## config.mk

```make
export PLATFORM = sky130hd
export DESIGN_NAME = instr_fetch_unit_flat
export DESIGN_NICKNAME = d
export VERILOG_FILES = /design/src/rtl/instr_fetch_unit_if.sv /design/src/rtl/instr_fetch_unit.sv /design/src/flat_wrapper.sv
export SDC_FILE = /design/constraint.sdc
export NUM_CORES = 1
export LEC_CHECK = 0
export CAP_MARGIN = 30
export CORE_MARGIN = 2
export CORE_UTILIZATION = 54
export DETAILED_ROUTE_END_ITERATION = 8
export GPL_ROUTABILITY_DRIVEN = 0
export PLACE_DENSITY = 0.79
export SETUP_SLACK_MARGIN = 0.1
export SYNTH_ARGS = -nofsm -noshare
export SYNTH_HDL_FRONTEND = slang
export SYNTH_SLANG_ARGS = --single-unit
```

## constraint.sdc

```tcl
create_clock -name clk_i -period 4.7 [get_ports clk_i]
set_input_delay 1.41 -clock clk_i [delete_from_list [all_inputs] [get_ports clk_i]]
set_output_delay 1.41 -clock clk_i [all_outputs]
set_load 0.02 [all_outputs]
```

## src/rtl/instr_fetch_unit_if.sv

```systemverilog
// Fetch port bundle: instruction memory read port, redirect request and decode handshake.
// The misalign_o member exists only when FETCH_MISALIGN_TRAP_EN is defined.
interface instr_fetch_unit_if;
  logic        fetch_en_i;
  logic        redirect_i;
  logic [31:0] redirect_pc_i;
  logic [31:0] iaddr_o;
  logic        ird_o;
  logic [31:0] irdata_i;
  logic        instr_valid_o;
  logic [31:0] instr_o;
  logic [31:0] instr_pc_o;
  logic        instr_ready_i;
`ifdef FETCH_MISALIGN_TRAP_EN
  logic        misalign_o;

  modport master (
    input  fetch_en_i, redirect_i, redirect_pc_i, irdata_i, instr_ready_i,
    output iaddr_o, ird_o, instr_valid_o, instr_o, instr_pc_o, misalign_o
  );

  modport slave (
    output fetch_en_i, redirect_i, redirect_pc_i, irdata_i, instr_ready_i,
    input  iaddr_o, ird_o, instr_valid_o, instr_o, instr_pc_o, misalign_o
  );
`else
  modport master (
    input  fetch_en_i, redirect_i, redirect_pc_i, irdata_i, instr_ready_i,
    output iaddr_o, ird_o, instr_valid_o, instr_o, instr_pc_o
  );

  modport slave (
    output fetch_en_i, redirect_i, redirect_pc_i, irdata_i, instr_ready_i,
    input  iaddr_o, ird_o, instr_valid_o, instr_o, instr_pc_o
  );
`endif
endinterface

```

## src/rtl/instr_fetch_unit.sv

```systemverilog
// Instruction fetch: PC, one combinational memory read per cycle, prefetch FIFO toward decode.
// Optional FETCH_MISALIGN_TRAP_EN: misaligned redirect targets raise misalign_o and block issue.
module instr_fetch_unit #(
  parameter logic [31:0] RESET_PC = 32'h0000_0000,
  parameter int unsigned DEPTH    = 4
) (
  input logic                clk_i,
  input logic                reset_i,
  instr_fetch_unit_if.master bus
);

  localparam int unsigned AW      = (DEPTH > 1) ? $clog2(DEPTH) : 1;
  localparam logic [AW:0] DEPTH_C = (AW + 1)'(DEPTH);

  logic [31:0]   pc_r;
  logic [AW-1:0] wr_ptr_r;
  logic [AW-1:0] rd_ptr_r;
  logic [AW:0]   count_r;
  logic [31:0]   fifo_instr_r [DEPTH];
  logic [31:0]   fifo_pc_r    [DEPTH];
  logic          misalign_r;
  logic          issue_s;
  logic          pop_s;
  logic          valid_s;

  // Issue/pop decision; a full FIFO blocks issue even when a pop happens this cycle
  always_comb begin
    issue_s = 1'b0;
    valid_s = (count_r != (AW + 1)'(0));
    pop_s   = 1'b0;
    if (!reset_i && !bus.redirect_i && bus.fetch_en_i && (count_r < DEPTH_C) && !misalign_r) begin
      issue_s = 1'b1;
    end else begin
      issue_s = 1'b0;
    end
    if (valid_s && bus.instr_ready_i) begin
      pop_s = 1'b1;
    end else begin
      pop_s = 1'b0;
    end
  end

  // Output drive: memory port follows the PC, decode sees the FIFO head or zero
  always_comb begin
    bus.iaddr_o       = pc_r;
    bus.ird_o         = issue_s;
    bus.instr_valid_o = valid_s;
    bus.instr_o       = 32'h0000_0000;
    bus.instr_pc_o    = 32'h0000_0000;
    if (valid_s) begin
      bus.instr_o    = fifo_instr_r[rd_ptr_r];
      bus.instr_pc_o = fifo_pc_r[rd_ptr_r];
    end else begin
      bus.instr_o    = 32'h0000_0000;
      bus.instr_pc_o = 32'h0000_0000;
    end
  end

  // PC and FIFO bookkeeping; reset beats redirect beats push/pop
  always_ff @(posedge clk_i) begin
    if (reset_i) begin
      pc_r     <= RESET_PC;
      wr_ptr_r <= AW'(0);
      rd_ptr_r <= AW'(0);
      count_r  <= (AW + 1)'(0);
    end else if (bus.redirect_i) begin
      // Masking (rather than slicing) keeps every target bit in use; low bits are dropped
      pc_r     <= bus.redirect_pc_i & 32'hFFFF_FFFC;
      wr_ptr_r <= AW'(0);
      rd_ptr_r <= AW'(0);
      count_r  <= (AW + 1)'(0);
    end else begin
      if (issue_s) begin
        pc_r     <= pc_r + 32'd4;
        wr_ptr_r <= wr_ptr_r + AW'(1);
      end else begin
        pc_r     <= pc_r;
        wr_ptr_r <= wr_ptr_r;
      end
      if (pop_s) begin
        rd_ptr_r <= rd_ptr_r + AW'(1);
      end else begin
        rd_ptr_r <= rd_ptr_r;
      end
      case ({issue_s, pop_s})
        2'b10:   count_r <= count_r + (AW + 1)'(1);
        2'b01:   count_r <= count_r - (AW + 1)'(1);
        default: count_r <= count_r;
      endcase
    end
  end

  // FIFO storage: word and its PC written together on issue
  always_ff @(posedge clk_i) begin
    if (issue_s) begin
      fifo_instr_r[wr_ptr_r] <= bus.irdata_i;
      fifo_pc_r[wr_ptr_r]    <= pc_r;
    end else begin
      fifo_instr_r[wr_ptr_r] <= fifo_instr_r[wr_ptr_r];
      fifo_pc_r[wr_ptr_r]    <= fifo_pc_r[wr_ptr_r];
    end
  end

`ifdef FETCH_MISALIGN_TRAP_EN
  // Misalign trap state: set by a misaligned redirect, cleared by an aligned one
  always_ff @(posedge clk_i) begin
    if (reset_i) begin
      misalign_r <= 1'b0;
    end else if (bus.redirect_i) begin
      misalign_r <= (bus.redirect_pc_i[1:0] != 2'b00);
    end else begin
      misalign_r <= misalign_r;
    end
  end

  assign bus.misalign_o = misalign_r;
`else
  assign misalign_r = 1'b0;
`endif

endmodule

```

## src/flat_wrapper.sv

```systemverilog
// flat-port wrapper written by rule: the top's interface ports become plain ports
module instr_fetch_unit_flat 
#(
  parameter logic [31:0] RESET_PC = 32'h0000_0000,
  parameter int unsigned DEPTH    = 4
)
  (clk_i, reset_i, bus_fetch_en_i, bus_redirect_i, bus_redirect_pc_i, bus_irdata_i, bus_instr_ready_i, bus_iaddr_o, bus_ird_o, bus_instr_valid_o, bus_instr_o, bus_instr_pc_o);
  instr_fetch_unit_if bus_i ();
  input logic clk_i;
  input logic reset_i;
  input wire logic [$bits(bus_i.fetch_en_i)-1:0] bus_fetch_en_i;
  input wire logic [$bits(bus_i.redirect_i)-1:0] bus_redirect_i;
  input wire logic [$bits(bus_i.redirect_pc_i)-1:0] bus_redirect_pc_i;
  input wire logic [$bits(bus_i.irdata_i)-1:0] bus_irdata_i;
  input wire logic [$bits(bus_i.instr_ready_i)-1:0] bus_instr_ready_i;
  output wire logic [$bits(bus_i.iaddr_o)-1:0] bus_iaddr_o;
  output wire logic [$bits(bus_i.ird_o)-1:0] bus_ird_o;
  output wire logic [$bits(bus_i.instr_valid_o)-1:0] bus_instr_valid_o;
  output wire logic [$bits(bus_i.instr_o)-1:0] bus_instr_o;
  output wire logic [$bits(bus_i.instr_pc_o)-1:0] bus_instr_pc_o;
  assign bus_i.fetch_en_i = bus_fetch_en_i;
  assign bus_i.redirect_i = bus_redirect_i;
  assign bus_i.redirect_pc_i = bus_redirect_pc_i;
  assign bus_i.irdata_i = bus_irdata_i;
  assign bus_i.instr_ready_i = bus_instr_ready_i;
  assign bus_iaddr_o = bus_i.iaddr_o;
  assign bus_ird_o = bus_i.ird_o;
  assign bus_instr_valid_o = bus_i.instr_valid_o;
  assign bus_instr_o = bus_i.instr_o;
  assign bus_instr_pc_o = bus_i.instr_pc_o;
  instr_fetch_unit #(.RESET_PC(RESET_PC), .DEPTH(DEPTH)) u_core (.clk_i(clk_i), .reset_i(reset_i), .bus(bus_i));
endmodule
```

* After elaboration in Yosys (flattened, before gate mapping)
Memories as Yosys holds them, arrays and structs flattened. A register that Yosys moved wholly into a read port is not among the register bits.
Index checks and enable logic that the tools add are counted.
** Operators by class
- Magnitude comparators :: 1
- Muxes and demuxes :: 16
- $add $sub $neg :: 5
- Reductions and logical operators :: 11
- Eq/ne operators :: 3
- Bitwise logic cells :: 2
** Operators by type and width (number)
- 32-bit two-way mux :: 6
- 32-bit by 3-bit adder with 32-bit output (second input constant) :: 1
- 2-bit two-way mux :: 4
- 3-bit case mux with 2 select lines :: 1
- 1-bit two-way mux :: 5
- 2-bit by 1-bit adder with 2-bit output (second input constant) :: 2
- 1-bit logical AND :: 4
- 2-bit nonzero test :: 2
- 3-bit by 1-bit adder with 3-bit output (second input constant) :: 1
- 3-bit < comparator (second input constant) :: 1
- 3-bit nonzero test :: 1
- 3-bit by 1-bit subtractor with 3-bit output (second input constant) :: 1
- 2-bit by 1-bit == test with 1-bit output (second input constant) :: 1
- 2-bit == test (second input constant) :: 1
- 1-bit zero test :: 2
- 1-bit OR :: 2
- 2-bit AND reduction :: 1
- 2-bit OR reduction :: 1
- 0-bit inequality test :: 1
** Word-level totals
- Output and inout bits :: 98
- Word-level logic and storage cells :: 45
- Input port bits :: 69
- RAM bits :: 256
- Bits in registers :: 39
- Memories :: 2
** Memories
- u_core.fifo_instr_r :: depth 4, width 32, read ports 1, clocked after memory_dff 1, write ports 1, RTL line instr_fetch_unit.sv:19 : logic [31:0] fifo_instr_r [DEPTH];
- u_core.fifo_pc_r :: depth 4, width 32, read ports 1, clocked after memory_dff 1, write ports 1, RTL line instr_fetch_unit.sv:20 : logic [31:0] fifo_pc_r [DEPTH];

* Longest topological paths before layout
- Depth in word-level cells :: 8
- Gate-level depth with buffers :: 9
- Mapped depth without buffers :: 8

* Worst setup path after synthesis
No wires, ideal clock.
- Path kind :: input to register
- From :: input reset_i
- To :: memory u_core.fifo_instr_r[0][0] (enable)
- Arrival :: 3.860 ns
- Path slack :: 0.413 ns
- Stages :: 5
- Path through :: or4b_1 buf_6 clkinv_2 buf_2 and2_1
** Between the ends
- Longest elaborated chain between the ends :: 8
- Elaborated cells between the ends (all ways) :: 10
- Those cells by class :: 4 x mux; 1 x bitwise; 5 x reduce/logical
** Ends and longest elaborated chain
- start: declaration :: RTL line flat_wrapper.sv:10 : input logic reset_i;
- 1-bit zero test * :: RTL line instr_fetch_unit.sv:31 : if (!reset_i && !bus.redirect_i && bus.fetch_en_i && (count_r < DEPTH_C) && !misalign_r) begin
- 1-bit logical AND * (3 in a row) :: RTL line instr_fetch_unit.sv:31
- 1-bit two-way mux * :: RTL line instr_fetch_unit.sv:31
- net bus_ird_o :: RTL line flat_wrapper.sv:17 : output wire logic [$bits(bus_i.ird_o)-1:0] bus_ird_o;
- 1-bit two-way mux (on tied branches) :: RTL line instr_fetch_unit.sv:95, instr_fetch_unit.sv:99
- 1-bit two-way mux (not written as such) or 2-bit AND reduction (tied branches)
- 1-bit OR (no line) *
- end: declaration :: RTL line instr_fetch_unit.sv:19
The timed path passes the listed nets; every way through them passes the cells marked *.

* Final worst setup path
- From :: input reset_i
- To :: output bus_ird_o
** Between the ends
- Longest elaborated chain between the ends :: 5
** Ends and longest elaborated chain (RTL line)
- 1-bit zero test :: instr_fetch_unit.sv:31
- 1-bit logical AND (3 in a row) :: instr_fetch_unit.sv:31
- 1-bit two-way mux :: instr_fetch_unit.sv:31
- end: declaration :: flat_wrapper.sv:17
No other way between the ends.

==> results.toml <==
[placed_design]
placedInstanceArea_mm2 = 0.0137
placed_cells = 1106
portBuffers = 160
dpl.hpwl_um = 15400

[setup_path]
cp-start-kind = "primary input"
cp_max_fo = 2
r2r.worst_path.cells = 8
worst-setup-path-type = "primary input to primary output"
cp_slowest_stage_delay_ns = 0.59
regToRegSetupSlack_ns = 1.63
arrival_ns = 3.05
cp_slowest_cell = "clkdlybuf4s50_1"
critPathCaptureType = "primary output"
cp_data_required_time_ns = 3.29
cp_common_cell = "clkdlybuf4s50_1"
path_cells = "clkdlybuf4s50_1 -> or4b_1 -> clkinv_2 -> clkdlybuf4s50_1"
r2r_start = "u_core.count_r[2]"
rr_endpoint = "u_core.count_r[2]"

[sta]
setup_viol = 0
worstMarginPinSlew_ns = 0.972
fmax_mhz = 224
slew_viol_final = 0
fin_crit_ns = 4.46
setup_tns_ns = 0
maxSlewHeadroom_pct = 35.2
holdWs_ns = 0.510
hold_viol_final = 0
rsz0062_at_grt = "no"
period_share_pct = 95.0
finalClockSkew_ns = 0.0163

[min_path]
whs_endpoint = "u_core.wr_ptr_r[1]"
min_path_cells = 2
min_from = "u_core.wr_ptr_r[1]"
worstHoldPathType = "flip-flop to flip-flop"

[drt]
drc_errors = 0
route.vias.total = 6880
drt_iter0_markers = 631
ant_nets = 0
dr.pass1.iters = 5
viasPerCell = 5.96
wl_um = 25000
wire_per_inst_um = 21.6

[cells_and_area]
diodes = 0
finalNetCount = 937
area_growth_pct = 23.3
final_core_util_pct = 68.5
layout.cells.non_filler = 1154
final_area_mm2 = 0.0145
drive_above_1_share_pct = 15.0

[run]
maxCapViolations = 0

[floorplanning]
pin_count = 167
dieHeight_um = 151
rows = 53
die_area_mm2 = 0.0229
coreArea_mm2 = 0.0212
die_w_um = 151
initial_core_util_pct = 55.5

[clock_network]
clkSinkCount = 287
cts_made_buffers = 28
cts-resized-gates = 0
post-cts-setup-buffer-count = 0
clkSlewWorstSetupHoldPaths_ns = 0.06
h-tree-depth = 1
root_buffer = "clkbuf_16"
clk_latency_ns = 0.54
cts.path.max_buffers = 3
cts_hold_buf = 0
cts_tree = "built"

[synthesis]
ys_ff_latch = 287
ys_dominant_reg_cell = "edfxtp_1"
synth_top_area_cell = "edfxtp_1"
synth_top_cell_area_share_pct = 63.4
seq_area_frac_synth_pct = 70.0
syn_area_mm2 = 0.0117
synth_most_common_cell = "edfxtp_1"
synth_commonest_cells = "edfxtp_1, and2_1, mux4_2"
ys_types = 59
synth_cells = 693
postSynthAreaPerCell_um2 = 16.9
synth_edf_count = 248
synth_area_leaders = "edfxtp_1, mux4_2, dfxtp_1"
yosysWarnings = 0
ys_async_sr_fraction_pct = 0

[global_route]
grtUsageTotal_pct = 22.2
grt_max_degree = 63
grt_pass1_vias = 7100
grt_antenna_before_repair = 1
grt_first_pass_wirelength_um = 38800
gr-total-overflow = 0

[run_status]
run_status = "finished, final reports clean"

[power]
leakage_nw = 4.66
power_density_mw_per_mm2 = 356
vdd_drop_max_v = 0.000254
==> placed cells by master, fill, tap and decap left out, types with 4 or more instances in the layout <==
cell	n
clkinv_1	4
o21ai_0	5
nor3_1	4
ha_1	6
dfxtp_1	37
nor4_1	6
buf_4	19
conb_1	4
xor2_1	7
and2_4	4
and3_1	6
nand3_1	11
a211oi_1	8
inv_1	12
xnor2_1	5
or3_1	7
nand4_1	16
nor2b_1	4
a21oi_1	12
clkbuf_16	29
clkinv_2	4
and2_1	67
nor2_1	28
clkdlybuf4s50_1	160
nand2_1	30
mux4_2	62
clkbuf_1	10
edfxtp_1	248
a311oi_1	10
and4_1	8
==> power breakdown <==
group          total [W]  switching (W)  internal (W)
Clock            0.00200       0.000878       0.00112
Sequential       0.00287      0.0000564       0.00281
Combinational   0.000296       0.000147      0.000149
==> stage by stage <==
step                worst slack, ns  power, W
finish                        0.236   0.00516
global route                  0.163   0.00533
CTS                           0.231   0.00520
detailed placement            0.237   0.00321
global placement              0.236   0.00320
floorplan                     0.413   0.00304
==> how the worst max path moves through the flow <==
stage / from / to / cells after the start
5_1_grt: u_core.count_r[2] / bus_instr_o[15] / 4
3_5_place_dp: reset_i / bus_ird_o / 4
4_1_cts: reset_i / bus_ird_o / 4
6_report: reset_i / bus_ird_o / 4
2_1_floorplan: reset_i / u_core.fifo_instr_r[0][0] / 5
3_3_place_gp: bus_redirect_i / bus_ird_o / 4
==> critical path, delay by kind of cell <==
kind / cells / cell delay (ns)
simple gates: 1 / 0.56
buf+inv: 3 / 1.08
==> registers in the layout (all words and copies together) (netlist names), named ones only <==
name and flops:
u_core.fifo_instr_r 128, u_core.bus.iaddr_o 30, u_core.fifo_pc_r 120, u_core.count_r 3, u_core.wr_ptr_r 2, u_core.rd_ptr_r 2
==> per-layer routing <==
metal | global-route usage [%] | wire, um | part of all wire, %
met1 | 31.5 | 10300 | 41
met2 | 36.1 | 12200 | 49
met3 | 4.64 | 2020 | 8.1
met4 | 5.28 | 452 | 1.8
met5 | 0 | 0 | 0
==> layout make-up <==
cell class / count / area (um^2)
tap: 275 / 344
clock inverter: 9 / 45.0
timing repair buffer: 181 / 1780
sequential: 287 / 8240
clock buffer: 39 / 763
inverter: 13 / 50.0
fill: 1383 / 6670
multi-input combinational: 350 / 3270
==> logic make-up after synthesis <==
kind of cell,share of synthesized area [%]
AO/OA/AOI/OAI,3.40
multiplexers,12.2
adder cells (fa/ha/maj),0.810
other,0.0319
flip-flops,70.0
XOR/XNOR,0.895
AND/OR/NAND/NOR,10.3
buffers and inverters,2.33
(Power assumes the default switching activity.)
